## src/rtl/ttt_pkg.sv

```systemverilog
// Shared definitions for the tic-tac-toe turn controller: FSM states, result codes,
// win-line masks and a cell-to-mask helper.
package ttt_pkg;

  typedef enum logic [2:0] {
    S_IDLE,
    S_P_TURN,
    S_C_TURN,
    S_CHECK,
    S_DONE
  } state_t;

  localparam logic [1:0] WHO_NONE   = 2'b00;
  localparam logic [1:0] WHO_PLAYER = 2'b01;
  localparam logic [1:0] WHO_COMP   = 2'b10;
  localparam logic [1:0] WHO_DRAW   = 2'b11;

  // Cell k (1..9, row-major) maps to bit k-1.
  localparam logic [8:0] LINE_R0 = 9'h007;
  localparam logic [8:0] LINE_R1 = 9'h038;
  localparam logic [8:0] LINE_R2 = 9'h1C0;
  localparam logic [8:0] LINE_C0 = 9'h049;
  localparam logic [8:0] LINE_C1 = 9'h092;
  localparam logic [8:0] LINE_C2 = 9'h124;
  localparam logic [8:0] LINE_D0 = 9'h111;
  localparam logic [8:0] LINE_D1 = 9'h054;

  localparam int NUM_LINES = 8;
  localparam logic [NUM_LINES-1:0][8:0] WIN_LINES = {
    LINE_D1, LINE_D0, LINE_C2, LINE_C1, LINE_C0, LINE_R2, LINE_R1, LINE_R0
  };

  // One-hot cell mask; zero for positions outside 1..9.
  function automatic logic [8:0] pos_mask(input logic [3:0] pos);
    logic [8:0] m;
    m = '0;
    if (pos >= 4'd1 && pos <= 4'd9) m = 9'd1 << (pos - 4'd1);
    return m;
  endfunction

endpackage

```

## src/rtl/ttt_line_check.sv

```systemverilog
// Combinational three-in-a-row detector over one side's 9-cell board.
module ttt_line_check
  import ttt_pkg::*;
(
  input  logic [8:0] board,
  output logic       win
);

  logic [NUM_LINES-1:0] hit;

  for (genvar i = 0; i < NUM_LINES; i++) begin : g_line
    assign hit[i] = (board & WIN_LINES[i]) == WIN_LINES[i];
  end

  assign win = |hit;

endmodule

```

## src/rtl/ttt_turn_ctrl.sv

```systemverilog
// Tic-tac-toe turn controller: alternates player/computer moves, validates cells,
// detects win/draw. Define TURN_TIMEOUT_EN to forfeit a turn after TIMEOUT_CYCLES idle cycles.
module ttt_turn_ctrl
  import ttt_pkg::*;
#(
  parameter int TIMEOUT_CYCLES = 16
) (
  input  logic       clk,
  input  logic       rst,
  input  logic       play,
  input  logic       player_vld,
  input  logic [3:0] player_pos,
  output logic       player_rdy,
  input  logic       comp_vld,
  input  logic [3:0] comp_pos,
  output logic       comp_rdy,
  output logic       turn,
  output logic [8:0] board_p,
  output logic [8:0] board_c,
  output logic       illegal,
  output logic       game_over,
  output logic [1:0] who,
  output logic       timeout
);

  state_t     state_q, state_d;
  logic [8:0] board_p_d, board_c_d;
  logic       turn_d, illegal_d;
  logic [1:0] who_d;

  logic       win_p, win_c, mover_win;
  logic       mv_vld, mv_legal, tmo_hit;
  logic [3:0] mv_pos;
  logic [8:0] mv_mask, occupied;

  ttt_line_check u_chk_p (.board(board_p), .win(win_p));
  ttt_line_check u_chk_c (.board(board_c), .win(win_c));

  // turn still names the last mover while in CHECK; it flips on CHECK exit.
  assign mover_win  = turn ? win_c : win_p;
  assign occupied   = board_p | board_c;

  assign player_rdy = (state_q == S_P_TURN);
  assign comp_rdy   = (state_q == S_C_TURN);
  assign game_over  = (state_q == S_DONE);

  assign mv_vld   = (player_rdy && player_vld) || (comp_rdy && comp_vld);
  assign mv_pos   = comp_rdy ? comp_pos : player_pos;
  assign mv_mask  = pos_mask(mv_pos);
  assign mv_legal = (|mv_mask) && !(|(mv_mask & occupied));

  always_comb begin
    state_d   = state_q;
    board_p_d = board_p;
    board_c_d = board_c;
    turn_d    = turn;
    who_d     = who;
    illegal_d = 1'b0;
    if (play) begin
      // Restart beats any simultaneous move, which is dropped silently.
      state_d   = S_P_TURN;
      board_p_d = '0;
      board_c_d = '0;
      turn_d    = 1'b0;
      who_d     = WHO_NONE;
    end else begin
      case (state_q)
        S_P_TURN, S_C_TURN: begin
          if (mv_vld) begin
            if (mv_legal) begin
              if (player_rdy) board_p_d = board_p | mv_mask;
              else            board_c_d = board_c | mv_mask;
              state_d = S_CHECK;
            end else begin
              illegal_d = 1'b1;
            end
          end else if (tmo_hit) begin
            state_d = player_rdy ? S_C_TURN : S_P_TURN;
            turn_d  = ~turn;
          end
        end
        S_CHECK: begin
          if (mover_win) begin
            state_d = S_DONE;
            who_d   = turn ? WHO_COMP : WHO_PLAYER;
          end else if (&occupied) begin
            state_d = S_DONE;
            who_d   = WHO_DRAW;
          end else begin
            state_d = turn ? S_P_TURN : S_C_TURN;
            turn_d  = ~turn;
          end
        end
        default: ;
      endcase
    end
  end

  always_ff @(posedge clk) begin
    if (!rst) begin
      state_q <= S_IDLE;
      board_p <= '0;
      board_c <= '0;
      turn    <= 1'b0;
      who     <= WHO_NONE;
      illegal <= 1'b0;
    end else begin
      state_q <= state_d;
      board_p <= board_p_d;
      board_c <= board_c_d;
      turn    <= turn_d;
      who     <= who_d;
      illegal <= illegal_d;
    end
  end

`ifdef TURN_TIMEOUT_EN
  localparam int CNT_W = (TIMEOUT_CYCLES > 2) ? $clog2(TIMEOUT_CYCLES) : 1;

  logic [CNT_W-1:0] cnt_q;
  logic             in_turn, cnt_clr;

  assign in_turn = player_rdy || comp_rdy;
  assign tmo_hit = in_turn && (cnt_q == CNT_W'(TIMEOUT_CYCLES - 1));
  // Any state change (incl. restart) or rejected move starts a fresh turn budget.
  assign cnt_clr = play || (state_d != state_q) || illegal_d;

  always_ff @(posedge clk) begin
    if (!rst) begin
      cnt_q   <= '0;
      timeout <= 1'b0;
    end else begin
      timeout <= !play && in_turn && !mv_vld && tmo_hit;
      if (cnt_clr)      cnt_q <= '0;
      else if (in_turn) cnt_q <= cnt_q + 1'b1;
    end
  end
`else
  assign tmo_hit = 1'b0;
  // TIMEOUT_CYCLES only matters in the timeout build; this compare is constant false.
  assign timeout = (TIMEOUT_CYCLES < 0);
`endif

endmodule
```

## config.mk

```make
export PLATFORM = sky130hd
export DESIGN_NAME = ttt_turn_ctrl
export DESIGN_NICKNAME = d
export VERILOG_FILES = /design/src/rtl/ttt_pkg.sv /design/src/rtl/ttt_line_check.sv /design/src/rtl/ttt_turn_ctrl.sv
export SDC_FILE = /design/constraint.sdc
export NUM_CORES = 1
export LEC_CHECK = 0
export CORE_ASPECT_RATIO = 0.8
export CORE_MARGIN = 2
export CORE_UTILIZATION = 48
export CTS_BUF_LIST = sky130_fd_sc_hd__clkbuf_8
export CTS_CLUSTER_DIAMETER = 50
export CTS_CLUSTER_SIZE = 14
export DETAILED_ROUTE_END_ITERATION = 10
export PLACE_DENSITY = 0.76
export SKIP_CTS_REPAIR_TIMING = 1
export SLEW_MARGIN = 20
export SYNTH_ARGS = -nofsm -noshare
export SYNTH_HDL_FRONTEND = slang
export SYNTH_SLANG_ARGS = --single-unit
```

## constraint.sdc

```tcl
create_clock -name clk -period 5.7 [get_ports clk]
set_input_delay 0.57 -clock clk [delete_from_list [all_inputs] [get_ports clk]]
set_output_delay 0.57 -clock clk [all_outputs]
set_load 0.01 [all_outputs]
```

# Yosys cells after proc, flatten, opt, wreduce, memory -nomap -nowiden
# Cells that the tools add are included.
# classes
magnitude_cmp	2
n_shift	1
n_reduce_logical	23
n_mux	14
n_div	0
mul	0
n_eq_ne	24
addsub	1
bitwise_logic	11
# ops
operator	n
3-bit == test, second input constant	17
9-bit OR	3
9-bit OR reduction	2
8-bit OR reduction	2
3-bit two-way mux	4
9-bit bitwise AND	1
9-bit two-way mux	1
3-bit AND reduction	3
9-bit AND reduction	1
1-bit by 4-bit << shifter with 9-bit output, first input constant	1
2-bit two-way mux	4
4-bit AND reduction	2
1-bit NOT	7
3-bit by 2-bit == test with 1-bit output, second input constant	2
3-bit inequality test, second input constant	2
3-bit one-hot mux with 2 select lines	1
4-bit by 1-bit >= comparator with 1-bit output, second input constant	1
4-bit less-or-equal comparator, second input constant	1
1-bit logical AND	4
4-bit two-way mux	1
2-bit inequality test, second input constant	2
2-bit nonzero test	2
2-bit OR reduction	2
4-bit OR reduction	1
7 further kinds	9
# word_totals
elab_cells	83
out_inout_bits	26
register_bits	25
mem_bits_ro	0
latchBits	0
n_memories	0
ram_bits	0
inputBits	13

# Depth between registers and ports, before layout
# Gate-level depths: netlist of the first run.
# logic_depth
depth_word	13
mapped_depth	8
depth_no_buf	7

# Hierarchy
# From an unflattened synthesis of the first run, not the netlist that was laid out.
# hier_totals
hier_cells	189
area_unflattened_um2	1629.1
# modules_own_cells
module	instances	cells_each	area_per_inst_um2	seq_area_each_um2
ttt_turn_ctrl	1	173	1519.0	500.5
ttt_line_check	2	8	55.1	0.0

# Least setup slack after synthesis of the first run
# Ideal clock, no wire load.
# synth_path
path_kind	reg2reg
from	reg state_q[1]
to	reg state_q[0]
n_path_buf	0
setup_time_ns	0.122
required_time_ns	5.578
path_stages_with_launch	8
arrival_time_ns	2.016
setup_slack_ns	3.562
period_less_slack_ns	2.138
cell_sequence	dfxtp_1 or3b_4 clkinv_2 mux2_4 mux2i_1 a211oi_2 and3_4 o311a_1
# synth_via
elab_chain_len	11
elab_cells_between_ends	25
classes_between	add/sub (1); order compare (2); eq/ne (5); shift (1); mux (4); bitwise (1); reduce/logical (11)
# synth_rtl
element	line	rtl
start, declared	ttt_turn_ctrl.sv:26	state_t state_q, state_d;
start signal, assigned	ttt_turn_ctrl.sv:108	state_q <= state_d;
3-bit by 2-bit == test with 1-bit output	ttt_turn_ctrl.sv:44, ttt_turn_ctrl.sv:67	
4-bit two-way mux	ttt_turn_ctrl.sv:48	assign mv_pos = comp_rdy ? comp_pos : player_pos;
4-bit by 1-bit subtractor with 4-bit output (tied with other cells)	ttt_pkg.sv:37	if (pos >= 4'd1 && pos <= 4'd9) m = 9'd1 << (pos - 4'd1);
1-bit by 4-bit << shifter with 9-bit output / 1-bit logical AND (equally long branches)	ttt_pkg.sv:37	
9-bit two-way mux	ttt_pkg.sv:37	
9-bit bitwise AND	ttt_turn_ctrl.sv:50	assign mv_legal = (|mv_mask) && !(|(mv_mask & occupied));
9-bit OR reduction	ttt_turn_ctrl.sv:50	
1-bit logical NOT	ttt_turn_ctrl.sv:50	
1-bit logical AND	ttt_turn_ctrl.sv:50	
3-bit inequality test (no line)	n/a	
3-bit AND reduction (no line)	n/a	
# Parallel ways exist; a longest one is shown, timed or not.
# A chain may end at the register's enable or synchronous reset.

# Worst setup path in the final report of the first run
# layout_path
from	reg state_q[1]
to	out comp_rdy
# layout_via
elab_chain_len	1
# layout_rtl
element	line	rtl
3-bit by 2-bit == test with 1-bit output	ttt_turn_ctrl.sv:44	assign comp_rdy = (state_q == S_C_TURN);
end, declared	ttt_turn_ctrl.sv:16	output logic comp_rdy,
# No other way between the ends.

==> metrics.txt, run 1 <==
final period utilization=45.2%; GPL Wtd Cong=0.966; detailed-route DRC error count=0; launching element type of the critical path=register; first-pass iteration count of the detailed router=4; class of the tightest hold or removal check=reg -> reg; maximum count of clock buffers along a single path=2; EDFF count, synth=0; setup repair after global routing missed its margin=no; row cnt=18; actual slew at the worst max-slew pin=0.982 ns; total of buffers placed on input and output ports=37; Layout area overhead=27.7%; DP Area=1900 um^2; register clock-pin slew on the reported worst setup and hold paths=0.09 ns; area share of and/or/nand/nor cells after synthesis=25.9%; maximum ir drop on the vdd rail=0.000129 V; mean instance size in the synthesized netlist=8.31 um^2; number of max-capacitance violations reported=0; multiplexer fraction of the synthesized cell area=5.35%; xor-xnor portion of the synthesized cell area=0%; vias in the first global route=1509; largest net degree at the start of global routing=16; library cells used by synthesis=49; top-count cell post-synth=nor2_1; adder and majority cell fraction of the synthesized area=0%; starting DRC count in detailed routing=114; Final Power=0.327 mW; footprint of the multi-input gates=956 um^2; nets in the synthesized netlist=196; tightest slew margin relative to the limit=34.4%; top cell types by occurrence after synthesis=nor2_1 (28), dfxtp_1 (25), a22o_1 (16); Setup Viol. Count Final=0; sequential share of the synthesized area=32.9%; Required @ worst endpoint=5.13 ns; synth warn=0; combinational family with the most area after synthesis=compound AO/OA/AOI/OAI gates; leakage power=0.659 nW; Pwr per Cell Area=168 nW/um^2; TritonCTS clock tree=done; share of synthesized registers carrying an async set or reset=0%; Die Y=54.4 um; proportion of power drawn by flip-flops and latches=54.2%; share of total power in the clock network=32.2%; FF+latch area=500 um^2; wire length of the first global-routing pass=7340 um; type of the worst setup path=reg -> out; gr usage total=27.4%; total placed cells including tap cells=253; Max Clock Skew=0.00195 ns; Logic pwr share=13.6%; proportion of layout cells with a drive suffix above 1=6.91%; Sw Pwr=0.0823 mW; DRT Wirelength=4720 um; Internal=0.245 mW; fraction of the mapped netlist area in compound gates=31.3%; Syn Std Cell Area=1520 um^2; Root Buffer=clkbuf_8; top-area cell type share of the netlist area=32.9%; most frequently used flop master after synthesis=dfxtp_1; total congestion overflow=0; via count=1623; initial cell density of the core=49.7%; post-synth top area cell=dfxtp_1; fin cells=257; nets@finish=231; wire length per cell after detailed routing=18.3 um; min Tclk post-route=2.57 ns; Num Clock Sinks=25; Hold Violations, Final=0; Worst-Skew Late Latency=0.27 ns; number of antenna violations at the first check in global routing=0; dominant cells by area after synthesis=dfxtp_1 (33%), a22o_1 (9.2%), nor2_1 (6.9%); max-slew violations=0; flip-flop and latch count after synthesis=25; endpoint kind of the worst setup timing path=primary output; Antenna diodes=0; highest clock frequency the design can meet=388 MHz; Boundary Pins=39; result of the run=finished clean; largest fanout on the critical path=15; cells after synthesis=183; Die Wd=66.9 um; per-cell via count in the routed design=6.32; number of fill cells in the layout=289; Final ANT Viol Nets=0; htree depth=1; Setup TNS=0 ns; floorplan core area=3060 um^2; die area=3640 um^2; cell area after layout=1940 um^2; Arrival @ worst endpoint=2.00 ns; switching part of the total power=25.2%; Num CTS Buffers=3; Post-DP HPWL=3620 um
registers in the layout, indices dropped and copies added (netlist names):
name,flops
board_c,9
board_p,9
illegal,1
state_q,3
turn,1
who,2
cell usage in the layout, fill, tap and decap left out, types with 3 or more instances in the layout:
master / instances
a22o_1: 16
clkdlybuf4s50_1: 37
nor2_1: 28
inv_1: 4
a21oi_1: 7
nand3_1: 3
o22ai_1: 4
a31oi_1: 5
dfxtp_1: 25
nand2_1: 14
clkbuf_8: 3
nor3_1: 4
o21ai_0: 9
nor3b_1: 8
nand2b_1: 5
nand3b_1: 3
o221a_2: 3
mux2i_1: 4
power by group through the flow:
stage	clock (mW)	combinational [mW]	sequential (mW)
floorplan	0	0.0245	0.181
global placement	0	0.0424	0.181
detailed placement	0	0.0433	0.181
CTS	0.107	0.0435	0.177
global route	0.113	0.0477	0.177
finish	0.105	0.0446	0.177
cell families after synthesis:
kind of cell,count (synthesis)
AOI/OAI and AO/OA,62
DFF,25
and+or+nand+nor,76
other,1
buffers and inverters,12
muxes,7
per-stage QoR:
step                hold slack (ns)  setup WS, ns  utilization, %
global placement              0.511          3.15            61.9
CTS                           0.534          3.15            63.4
finish                        0.535          3.13            63.4
floorplan                     0.498          3.56               -
global route                  0.555          3.06            63.4
detailed placement            0.514          3.09            61.9
per-layer routing:
layer / part of all wire (%) / global-route usage, % / up-vias
li1: - / - / 765
met1: 45 / 37.2 / 771
met2: 43 / 42.3 / 74
met3: 9.1 / 7.41 / 13
met4: 2.4 / 9.52 / 0
met5: 0 / 0 / -
worst paths after layout:
kind | from | endpoint | slack (ns) | cells past startpoint
max | state_q[1] | comp_rdy | 3.13 | 3
min | who[1] | who[1] | 0.54 | 1
min reg2reg | who[1] | who[1] | 0.54 | 1
max reg2reg | state_q[1] | state_q[0] | 3.14 | 7
area by class of cell:
class,instances,share of cell area [%]
flip-flops and latches,25,25.8
repair buffers,37,19.1
well taps,40,2.58
clock buffers,3,2.12
inverters,5,1.03
multi-input cells,146,49.2
clock inverters,1,0.258
worst max-delay path, stage by stage (launching register included):
cell and delay (ns):
dfxtp_1 0.43, or3b_4 0.50, clkinv_2 0.22, clkdlybuf4s50_1 0.58
No activity file was read; power rests on OpenSTA's default activity.
==> run 2: changes to the inputs <==
clock period = 2.6 ns   (was 5.7 ns; I/O delays follow)
==> run 2 against run 1 <==
  * Final cell count up 2.3%
  * Largest cell class unchanged
  * Total power is 120% higher
  * Global-route usage increased by 0.63 points
  * Critical endpoint is now state_q[0]
  * Critical path type is now reg -> reg
  * Clock power increased by 120%
  * Count of clock-buffer cells in the layout did not move
  * Combinational power increased by 130%
  * Wire length rose by 2.8%
  * Sequential cell count unchanged
  * Worst setup slack got worse by 3.0 ns
  * Final area is 2.3% higher
  * Sequential share of layout area decreased by 0.58 points
  * Sequential power grew 120%
==> metrics.txt, run 2 (same netlist as run 1, synthesis figures left out) <==
result of the run=finished clean; wire length per cell after detailed routing=18.4 um (+0.41%); Pwr per Cell Area=362 nW/um^2 (+120%); Setup Viol. Count Final=0 (unchanged); htree depth=1 (unchanged); class of the tightest hold or removal check=reg -> reg; switching part of the total power=25.0% (-0.15 points); largest fanout on the critical path=11 (-4); Boundary Pins=39 (unchanged); largest stage delay on the critical path=0.49 ns (-0.09 ns); share of total power in the clock network=31.7% (-0.5 points); number of max-capacitance violations reported=0 (unchanged); cell depth of the worst setup path=7 (+4); total of buffers placed on input and output ports=37 (unchanged); cell depth of the worst hold path=2 (+1); slowest cell on the critical path=or3b_4; initial cell density of the core=49.7% (unchanged); floorplan core area=3060 um^2 (unchanged); register clock-pin slew on the reported worst setup and hold paths=0.09 ns (about the same); CP cell instances=or3b_4 > clkinv_2 > mux2_4 > mux2i_1 > a211oi_2 > and3_4 > o311a_1; GPL Wtd Cong=0.957 (-0.86%); cell count of the worst reg-to-reg path=7 (unchanged); Worst-Skew Late Latency=0.27 ns (about the same); TritonCTS clock tree=done; tightest slew margin relative to the limit=53.1% (+19 points); DRT Wirelength=4850 um (+2.8%); Layout area overhead=30.7%; Post-DP HPWL=3740 um (+3.3%); Num CTS Buffers=3 (unchanged); leakage power=0.689 nW (+4.6%); first-pass iteration count of the detailed router=4 (unchanged); Internal=0.540 mW (+120%); number of antenna violations at the first check in global routing=0 (unchanged); Antenna diodes=0 (unchanged); highest clock frequency the design can meet=402 MHz; nets@finish=237 (+2.6%); proportion of power drawn by flip-flops and latches=53.9% (-0.3 points); type of the worst setup path=reg -> reg; fin cells=263 (+2.3%); Required @ worst endpoint=2.76 ns (-2.37 ns); largest registers=board_c: 9 flops, board_p: 9 flops, state_q: 3 flops; most frequent standard cell in the layout excluding fill and tap cells=clkdlybuf4s50_1; total congestion overflow=0 (unchanged); actual slew at the worst max-slew pin=0.697 ns (-0.286 ns); per-cell via count in the routed design=6.32 (about the same); Bufs and invs on worst path=1 (-1); Hold Violations, Final=0 (unchanged); Root Buffer=clkbuf_8; Die Y=54.4 um (unchanged); Sw Pwr=0.180 mW (+120%); most used cells in the layout excluding fill and tap cells=clkdlybuf4s50_1 (37), nor2_1 (28), dfxtp_1 (25); total placed cells including tap cells=259 (+2.4%); Num Clock Sinks=25 (unchanged); max-slew violations=0 (unchanged); gr usage total=28.1% (+0.63 points); detailed-route DRC error count=0 (unchanged); maximum count of clock buffers along a single path=2 (unchanged); setup repair after global routing missed its margin=no; largest net degree at the start of global routing=15 (-1); Arrival @ worst endpoint=2.65 ns (+0.65 ns); die area=3640 um^2 (unchanged); row cnt=18 (unchanged); proportion of layout cells with a drive suffix above 1=9.42% (+2.5 points); Logic pwr share=14.5% (+0.9 points); Setup TNS=0 ns (unchanged); Die Wd=66.9 um (unchanged); maximum ir drop on the vdd rail=0.000251 V (+94%); wire length of the first global-routing pass=7480 um (+1.9%); min Tclk post-route=2.49 ns; Top Family by Delay on Critical Path=simple AND/OR/NAND/NOR gates; via count=1661 (+2.3%); Final ANT Viol Nets=0 (unchanged); endpoint kind of the worst setup timing path=register; vias in the first global route=1490 (-1.3%); launching element type of the critical path=register; final period utilization=95.7%; Max Clock Skew=0.00165 ns (-0.000303 ns); starting DRC count in detailed routing=208 (+82%)
==> run 2: power groups by stage <==
stage	Clock, mW	Sequential (mW)	Combinational [mW]
floorplan	0	0.397	0.0538
global placement	0	0.397	0.100
detailed placement	0	0.397	0.101
CTS	0.233	0.388	0.102
global route	0.245	0.388	0.111
finish	0.228	0.388	0.104
==> run 2: stage by stage <==
stage                     util [%]  setup WS [ns]  cell area (um^2)  power [mW]  hold WS, ns
final                         64.9          0.111              1990       0.720        0.516
after global routing          64.9        0.00392              1990       0.745        0.537
after CTS                     64.9          0.128              1990       0.723        0.513
after detailed placement      63.4          0.153              1940       0.498        0.503
after global placement        63.4          0.201              1940       0.497        0.495
after floorplan                  -          0.462              1520       0.450        0.424
==> run 2: worst paths after layout <==
path              slack [ns]        from         end
setup reg to reg        0.11  state_q[1]  state_q[0]
setup / recovery        0.11  state_q[1]  state_q[0]
hold reg to reg         0.52  board_c[5]  board_c[5]
hold / removal          0.52  board_c[5]  board_c[5]
==> run 2: worst reg2reg max path: stages, from the launching register on <==
cell and delay [ns]:
dfxtp_1 0.41, or3b_4 0.49, clkinv_2 0.17, mux2_4 0.35, mux2i_1 0.28, a211oi_2 0.17
and3_4 0.23, o311a_1 0.29
==> run 2: routing by layer <==
metal	vias up	routed length [um]	part of all wire, %	GRT usage [%]
li1	776	-	-	-
met1	795	2250	46	39.1
met2	80	2060	42	43.7
met3	10	442	9.1	6.38
met4	0	93	1.9	8.16
met5	-	0	0	0
==> run 2: area by class of cell <==
cell class | instances | area (um^2)
Inverter | 5 | 20.0
Clock inverter | 1 | 5.00
Clock buffer | 3 | 41.3
Multi-Input combinational cell | 146 | 956
Fill cell | 266 | 1070
Timing Repair Buffer | 43 | 415
Tap cell | 40 | 50.0
Sequential cell | 25 | 500
==> run 3: changes to the inputs <==
CAP_MARGIN = 20   (was unset)
CORE_MARGIN = unset   (was 2)
==> run 3 against run 2 <==
  * Via count increased by 4.0%
  * Sequential share of layout area decreased by 0.33 points
  * Die area decreased by 6.6%
  * Total power about the same
  * Sequential cell count unchanged
  * Maximum frequency increased by 6.1%
  * Critical path depth unchanged
==> metrics.txt, run 3 (same netlist as run 1, synthesis figures left out) <==
largest fanout on the critical path=9 (-2); nets@finish=241 (+1.7%); final period utilization=90.2% (-5.5 points); share of the core filled with cells in the final layout=69.6% (+4.7 points); max-slew violations=0 (unchanged); Num Clock Sinks=25 (unchanged); result of the run=finished clean; Die Y=52.4 um (-3.7%); Boundary Pins=39 (unchanged); register clock-pin slew on the reported worst setup and hold paths=0.08 ns (about the same); worst r2r dst=state_q[0]; launching element type of the critical path=register; tightest slew margin relative to the limit=51.8% (-1.2 points); via count=1727 (+4.0%); GPL Wtd Cong=0.996 (+4.0%); leakage power=0.711 nW (+3.1%); die area=3400 um^2 (-6.6%); htree depth=1 (unchanged); maximum count of clock buffers along a single path=2 (unchanged); type of the worst setup path=reg -> reg; Pwr per Cell Area=357 nW/um^2 (-1.4%); Arrival @ worst endpoint=2.51 ns (-0.14 ns); total of buffers placed on input and output ports=37 (unchanged); Worst-Skew Late Latency=0.27 ns (about the same); gr usage total=31.7% (+3.6 points); Setup Viol. Count Final=0 (unchanged); first-pass iteration count of the detailed router=5 (+1); proportion of layout cells with a drive suffix above 1=10.6% (+1.2 points); cell count of the worst reg-to-reg path=7 (unchanged); number of antenna violations at the first check in global routing=0 (unchanged); Hold Violations, Final=0 (unchanged); Die Wd=64.9 um (-3.0%); Max Clock Skew=0.00321 ns (+0.00156 ns); Final Power=0.720 mW (about the same); starting DRC count in detailed routing=259 (+25%); cell area after layout=2010 um^2 (+1.3%); Layout area overhead=32.4%; initial cell density of the core=52.6% (+2.9 points); Num CTS Buffers=3 (unchanged); Min-Delay Endpoint=board_c[5]; Final ANT Viol Nets=0 (unchanged); start point of the critical path=state_q[0]; most frequent standard cell in the layout excluding fill and tap cells=clkdlybuf4s50_1; Register-to-Register Setup Slack=0.25 ns (+0.14 ns); total congestion overflow=0 (unchanged); wire length per cell after detailed routing=18.6 um (+1.2%); min Tclk post-route=2.35 ns (-0.144 ns); wire length of the first global-routing pass=7970 um (+6.6%); Setup TNS=0 ns (unchanged); hold wc startpoint=board_c[5]; most used cells in the layout excluding fill and tap cells=clkdlybuf4s50_1 (37), nor2_1 (28), dfxtp_1 (25); TritonCTS clock tree=done; largest net degree at the start of global routing=14 (-1); row cnt=17 (-1); actual slew at the worst max-slew pin=0.704 ns (+0.00777 ns); class of the tightest hold or removal check=reg -> reg; Post-DP HPWL=3850 um (+2.8%); cell depth of the worst hold path=2 (unchanged); largest registers=board_c: 9 flops, board_p: 9 flops, state_q: 3 flops; Root Buffer=clkbuf_8; highest clock frequency the design can meet=426 MHz (+6.1%); DRT Wirelength=4940 um (+2.0%); Antenna diodes=0 (unchanged); DP Area=1970 um^2 (+1.4%); endpoint kind of the worst setup timing path=register; Required @ worst endpoint=2.76 ns (about the same); setup repair after global routing missed its margin=no; maximum ir drop on the vdd rail=0.000349 V (+39%); floorplan core area=2890 um^2 (-5.6%); per-cell via count in the routed design=6.52 (+3.2%); vias in the first global route=1571 (+5.4%); worst r2r src=state_q[0]; detailed-route DRC error count=0 (unchanged); number of max-capacitance violations reported=0 (unchanged)
==> run 3: final cells by class <==
cell class | instances | area [um^2]
well taps | 38 | 47.5
fillers | 235 | 878
clock buffers | 3 | 41.3
flip-flops and latches | 25 | 500
inverters | 5 | 20.0
clock inverters | 1 | 3.75
multi-input cells | 146 | 956
repair buffers | 47 | 445
==> run 3: per-stage QoR <==
step,setup WS (ns),hold slack (ns),instances
2_1_floorplan,0.462,0.424,183
3_3_place_gp,0.345,0.490,261
3_5_place_dp,0.287,0.523,261
4_1_cts,0.275,0.540,265
5_1_grt,0.136,0.558,265
6_report,0.255,0.528,265
==> run 3: critical path, stage by stage (launching register included) <==
cell and delay (ns):
dfxtp_1 0.36, or3b_4 0.42, clkinv_2 0.14, mux2_4 0.34
mux2i_1 0.30, a211oi_2 0.16, and3_4 0.22, o311a_1 0.28
==> run 3: power by group <==
group	internal [mW]	total [mW]	switching (mW)	leakage, nW
Combinational	0.0502	0.107	0.0567	0.482
Sequential	0.385	0.388	0.00302	0.202
Clock	0.106	0.225	0.119	0.0269
==> run 3: worst max-delay path by stage <==
stage                     depth (start not counted)    endpoint
after floorplan                                   7  state_q[0]
after global placement                            6  board_c[0]
after detailed placement                          7  state_q[0]
after CTS                                         7  state_q[0]
after global routing                              6  board_c[0]
final                                             7  state_q[0]
==> run 3: per-layer routing <==
layer  vias to the layer above  wire [um]  GRT usage [%]
met1                       808       2190           44.5
met2                       116       2080           45.8
met4                         0         95           10.7
met3                        12        581           9.13
li1                        791          -              -
met5                         -          0              0
==> RTL edit 1: new RTL, flow settings as in run 2 <==
The package constant `NUM_LINES` goes from 8 to 12.
--- a/src/rtl/ttt_pkg.sv
+++ b/src/rtl/ttt_pkg.sv
@@ -25,7 +25,7 @@
   localparam logic [8:0] LINE_D0 = 9'h111;
   localparam logic [8:0] LINE_D1 = 9'h054;
 
-  localparam int NUM_LINES = 8;
+  localparam int NUM_LINES = 12;
   localparam logic [NUM_LINES-1:0][8:0] WIN_LINES = {
     LINE_D1, LINE_D0, LINE_C2, LINE_C1, LINE_C0, LINE_R2, LINE_R1, LINE_R0
   };
Function: changed (a bounded check fails within 4 cycles, from zero or initial values and one cycle with rst low).
==> RTL edit 1 against run 2 <==
- design area fell by 9.4%
- total power fell by 0.89%
- via count fell by 13%
- largest cell class unchanged
- clock power rose by 2%
- synthesized area fell by 7.6%
- routed wire length fell by 17%
- sequential cell count fell by 2
- worst setup slack improved by 87 ps
- non-clock buffer count fell by 4
==> RTL edit 1: results (changes against run 2) <==
* Layout cells sized above 1 at 11.5% (+2.1 points)
* Total track usage at 25.0% (-3.1 points)
* Slowest cell on the critical path: or3b_4
* Switching power at 0.196 mW (+8.9%)
* CP arrival at 2570 ps (-80 ps)
* Top Family by Delay on Critical Path: compound AO/OA/AOI/OAI gates
* DRT Pass-1 Iters at 5 (+1)
* # port buffers at 35 (-5.4%)
* Antenna diodes at 0 (unchanged)
* Post-synth cell types at 48 (-2.0%)
* Top flop regs: board_c: 9 flops, board_p: 9 flops, state_q: 3 flops
* Leak at 0.630 nW (-8.6%)
* Status: finished, final reports clean
* Latest clock arrival within the worst-skew pair at 270 ps (about the same)
* Initial DRC count at 154 (-26%)
* PwrDens at 397 mW/mm^2 (+9.4%)
* Synth top cells by count: nor2_1, dfxtp_1, a32o_1
* Clk pwr share at 32.5% (+0.8 points)
* CTS H-tree lvls at 1 (unchanged)
* YS warnings at 0 (unchanged)
* Reg clk slew, reported paths at 90 ps (about the same)
* Maximum clock path buffer count at 2 (unchanged)
* First-pass GRT wire length at 6430 um (-14%)
* CTS root buf: clkbuf_8
* Crit-path max FO at 13 (+2)
* Fill count at 247 (-7.1%)
* Placed cell areas at 0.00175 mm^2 (-9.8%)
* Vias in the first global route at 1265 (-15%)
* Largest net degree at the start of global routing at 25 (+10)
* # nets final at 205 (-14%)
* DP HPWL at 2950 um (-21%)
* Final Wtd Congestion at 0.896 (-6.4%)
* Peak VDD IR at 0.497 mV (+98%)
* Hold WC Path Type: reg -> reg
* Fraction of registers with async set/reset at 0% (unchanged)
* Ys flop type: dfxtp_1
* Cells taking the most area after synthesis: dfxtp_1, a32o_1, nor2_1
* Routed WL per cell at 17.7 um (-4.2%)
* CTS buffer count at 3 (unchanged)
* Initial antenna violation count at 0 (unchanged)
* Slowest stage delay, CP at 510 ps (+20 ps)
* Rel. slew slack at 53.5% (+0.40 points)
* DR vias at 1452 (-13%)
* Post-synthesis sequential area ratio at 32.8% (-0.13 points)
* Sequential group power at 0.359 mW (-7.5%)
* Final Util at 65.1% (+0.20 points)
* Clock skew at 5.04 ps (+3.38 ps)
-- RTL edit 1: changes by cell type in the layout (fill, tap and decap cells not counted), moves of 3 or more --
cell and delta:
o21ai_0 -6, nor3b_1 -8, nor2_1 -4, a21oi_1 -3, mux2i_1 -3, nand2b_1 +3
nor4_1 +3, a22o_1 -16, nand2_1 -8, a32o_1 +16
-- RTL edit 1: worst paths after layout --
kind / cells after the start / from / slack (ps) / to
setup reg to reg: 8 / state_q[1] / 200 / board_c[5]
hold reg to reg: 2 / who[0] / 490 / who[0]
setup / recovery: 8 / state_q[1] / 200 / board_c[5]
hold / removal: 2 / who[0] / 490 / who[0]
-- RTL edit 1: stage by stage --
stage / instances / setup WS [ps] / hold slack (ps)
floorplan: 161 / 530 / 411
global placement: 225 / 315 / 460
detailed placement: 225 / 244 / 470
CTS: 229 / 222 / 493
global route: 229 / 24.6 / 523
finish: 229 / 198 / 490
-- RTL edit 1: worst min-delay path, stage by stage, from the launching register on --
cell and delay [ps]:
dfxtp_1 340, a31oi_1 40, nor2_1 70
-- RTL edit 1: kinds of logic (layout without fill, tap and decap cells) --
logic type,Yosys count,in the layout,synth area share (%)
compound gates,50,50,31.7
buf+inv,20,50,8.64
flops,23,23,32.8
mux,2,2,1.78
other cells,1,3,0.267
simple gates,63,63,24.8
-- RTL edit 1: metal layers --
metal	part of all wire [%]	vias to the layer above	routed length [um]	global-route usage, %
met2	41	95	1650	36.6
met5	0	-	0	0
li1	-	664	-	-
met4	1.3	0	52	6.74
met3	10	10	405	6.88
met1	48	683	1940	35.9
-- RTL edit 1: cell type report --
cell class              count  share of cell area [%]
clock inverters             1                   0.417
repair buffers             39                    21.1
flip-flops and latches     23                    25.6
well taps                  38                    2.64
clock buffers               3                    2.29
multi-input cells         118                    46.4
inverters                   7                    1.53
==> RTL edit 2: new RTL, config.mk and constraints of run 2 <==
Without the edit above. Encoding of `state_t`: now one-hot (5 bits for 5 states).
--- a/src/rtl/ttt_pkg.sv
+++ b/src/rtl/ttt_pkg.sv
@@ -2,12 +2,12 @@
 // win-line masks and a cell-to-mask helper.
 package ttt_pkg;
 
-  typedef enum logic [2:0] {
-    S_IDLE,
-    S_P_TURN,
-    S_C_TURN,
-    S_CHECK,
-    S_DONE
+  typedef enum logic [4:0] {
+    S_IDLE   = 5'b00001,
+    S_P_TURN = 5'b00010,
+    S_C_TURN = 5'b00100,
+    S_CHECK  = 5'b01000,
+    S_DONE   = 5'b10000
   } state_t;
 
   localparam logic [1:0] WHO_NONE   = 2'b00;
Function: same outputs for any inputs over 10 cycles, from zero or initial values and one cycle with rst low; not proved beyond that.
==> RTL edit 2 against run 2 <==
- sequential cell count rose by 2
- routed wire length fell by 0.35%
- global-route usage shrank 3.5 points
- synthesized area grew 8.7%
- sequential share of layout area about the same
- worst setup slack better by 170 ps
- count of clock-buffer cells in the layout is the same
- first-iteration DRC count up 13%
- worst hold slack worse by 4.8 ps
- design area is 7.8% higher
- total power is 5.5% higher
==> RTL edit 2: results (changes against run 2) <==
* Reg clk slew, reported paths at 90 ps (about the same)
* Routed WL per cell at 16.8 um (-8.7%)
* Final Wtd Congestion at 0.986 (+3.0%)
* Post-synthesis sequential area ratio at 32.7% (-0.22 points)
* YS warnings at 0 (unchanged)
* Synthesized Nets at 219 (+12%)
* Peak VDD IR at 0.302 mV (+21%)
* Post-synth cell types at 50 (+2.0%)
* Clock skew at 2.49 ps (+0.839 ps)
* Maximum clock path buffer count at 2 (unchanged)
* First-pass GRT wire length at 7760 um (+3.7%)
* DRT Pass-1 Iters at 5 (+1)
* CTS H-tree lvls at 1 (unchanged)
* CTS root buf: clkbuf_8
* Inst Count DP at 283 (+9.3%)
* Register-to-Register Path Depth at 7 (unchanged)
* # port buffers at 37 (unchanged)
* DP HPWL at 3660 um (-2.2%)
* CTS buffer count at 3 (unchanged)
* WHS Path Cells at 2 (unchanged)
* Vias in the first global route at 1579 (+6.0%)
* Status: finished, final reports clean
* Leak at 0.684 nW (-0.80%)
* Top Family by Delay on Critical Path: simple AND/OR/NAND/NOR gates
* Hold WC Path Type: reg -> reg
* Slowest cell on the critical path: or4_4
* Vias per cell at 6.25 (-1.1%)
* Fraction of registers with async set/reset at 0% (unchanged)
* Cells taking the most area after synthesis: dfxtp_1, nand2_1, o41ai_1
* DR vias at 1793 (+7.9%)
* CP arrival at 2480 ps (-170 ps)
* Area grow syn2layout at 29.6%
* Top flop regs: board_c: 9 flops, board_p: 9 flops, state_q: 5 flops
* Initial DRC count at 236 (+13%)
* Slowest stage delay, CP at 520 ps (+30 ps)
* Total track usage at 24.5% (-3.5 points)
* Initial antenna violation count at 0 (unchanged)
* Largest net degree at the start of global routing at 24 (+9)
* Avg Inst Size Synth at 8.03 um^2 (-3.4%)
* # nets final at 259 (+9.3%)
* Crit-path max FO at 22 (+11)
* Ys flop type: dfxtp_1
* Synth top cells by count: nand2_1, dfxtp_1, nor2_1
* Latest clock arrival within the worst-skew pair at 270 ps (about the same)
* Fill count at 316 (+19%)
* Layout cells sized above 1 at 7.76% (-1.7 points)
* Rel. slew slack at 42.5% (-11 points)
* Placed cell areas at 0.00210 mm^2 (+8.1%)
* Antenna diodes at 0 (unchanged)
RTL edit 2: changes by cell type after synthesis, sizes merged, moves of 6 or more:
cell | before | now
a22o | 16 | 8
o41ai | 2 | 15
nand2 | 14 | 30
nor3b | 8 | 2
nor2 | 28 | 21
RTL edit 2: cell families after synthesis:
| logic type | after synthesis | synth area share, % |
|---|---|---|
| buffers and inverters | 12 | 4.08 |
| DFF | 27 | 32.7 |
| AOI/OAI and AO/OA | 66 | 31.5 |
| other | 1 | 0.227 |
| and+or+nand+nor | 99 | 30.9 |
| muxes | 1 | 0.605 |
RTL edit 2: metal layers:
metal | GRT usage, % | share of wire [%] | vias to the layer above
met3 | 5.03 | 8.8 | 12
met5 | 0 | 0 | -
met4 | 6.04 | 1.5 | 0
li1 | - | - | 867
met1 | 36.7 | 48 | 826
met2 | 36.0 | 42 | 88
RTL edit 2: where the power goes:
| part | switching, mW | total [mW] | internal, mW |
|---|---|---|---|
| clock network | 0.129 | 0.235 | 0.106 |
| registers | 0.00362 | 0.419 | 0.416 |
| logic | 0.0611 | 0.106 | 0.0448 |
RTL edit 2: area by class of cell:
type	instances	share of cell area [%]
repair buffers	45	20.7
inverters	2	0.350
clock buffers	3	1.93
clock inverters	1	0.175
flip-flops and latches	27	25.2
multi-input cells	167	49.2
well taps	42	2.45
RTL edit 2: worst reg2reg max path: stages, from the launching register on:
cell      delay [ps]
dfxtp_1          360
nor2_1           320
o21ai_0          150
or4_4            490
nor3_2           190
o211ai_2         130
buf_12           180
o41ai_1          380
RTL edit 2: path summary, 6_finish.rpt:
check	from	to	slack, ps
min reg2reg	who[1]	who[1]	510
min	who[1]	who[1]	510
max	player_pos[2]	board_c[0]	280
max reg2reg	board_c[6]	board_c[0]	300
RTL edit 2: per-stage QoR:
stage	worst slack [ps]	hold WS, ps
final	284	512
after global routing	154	535
after CTS	296	509
after detailed placement	2.21	499
after global placement	108	486
after floorplan	584	336
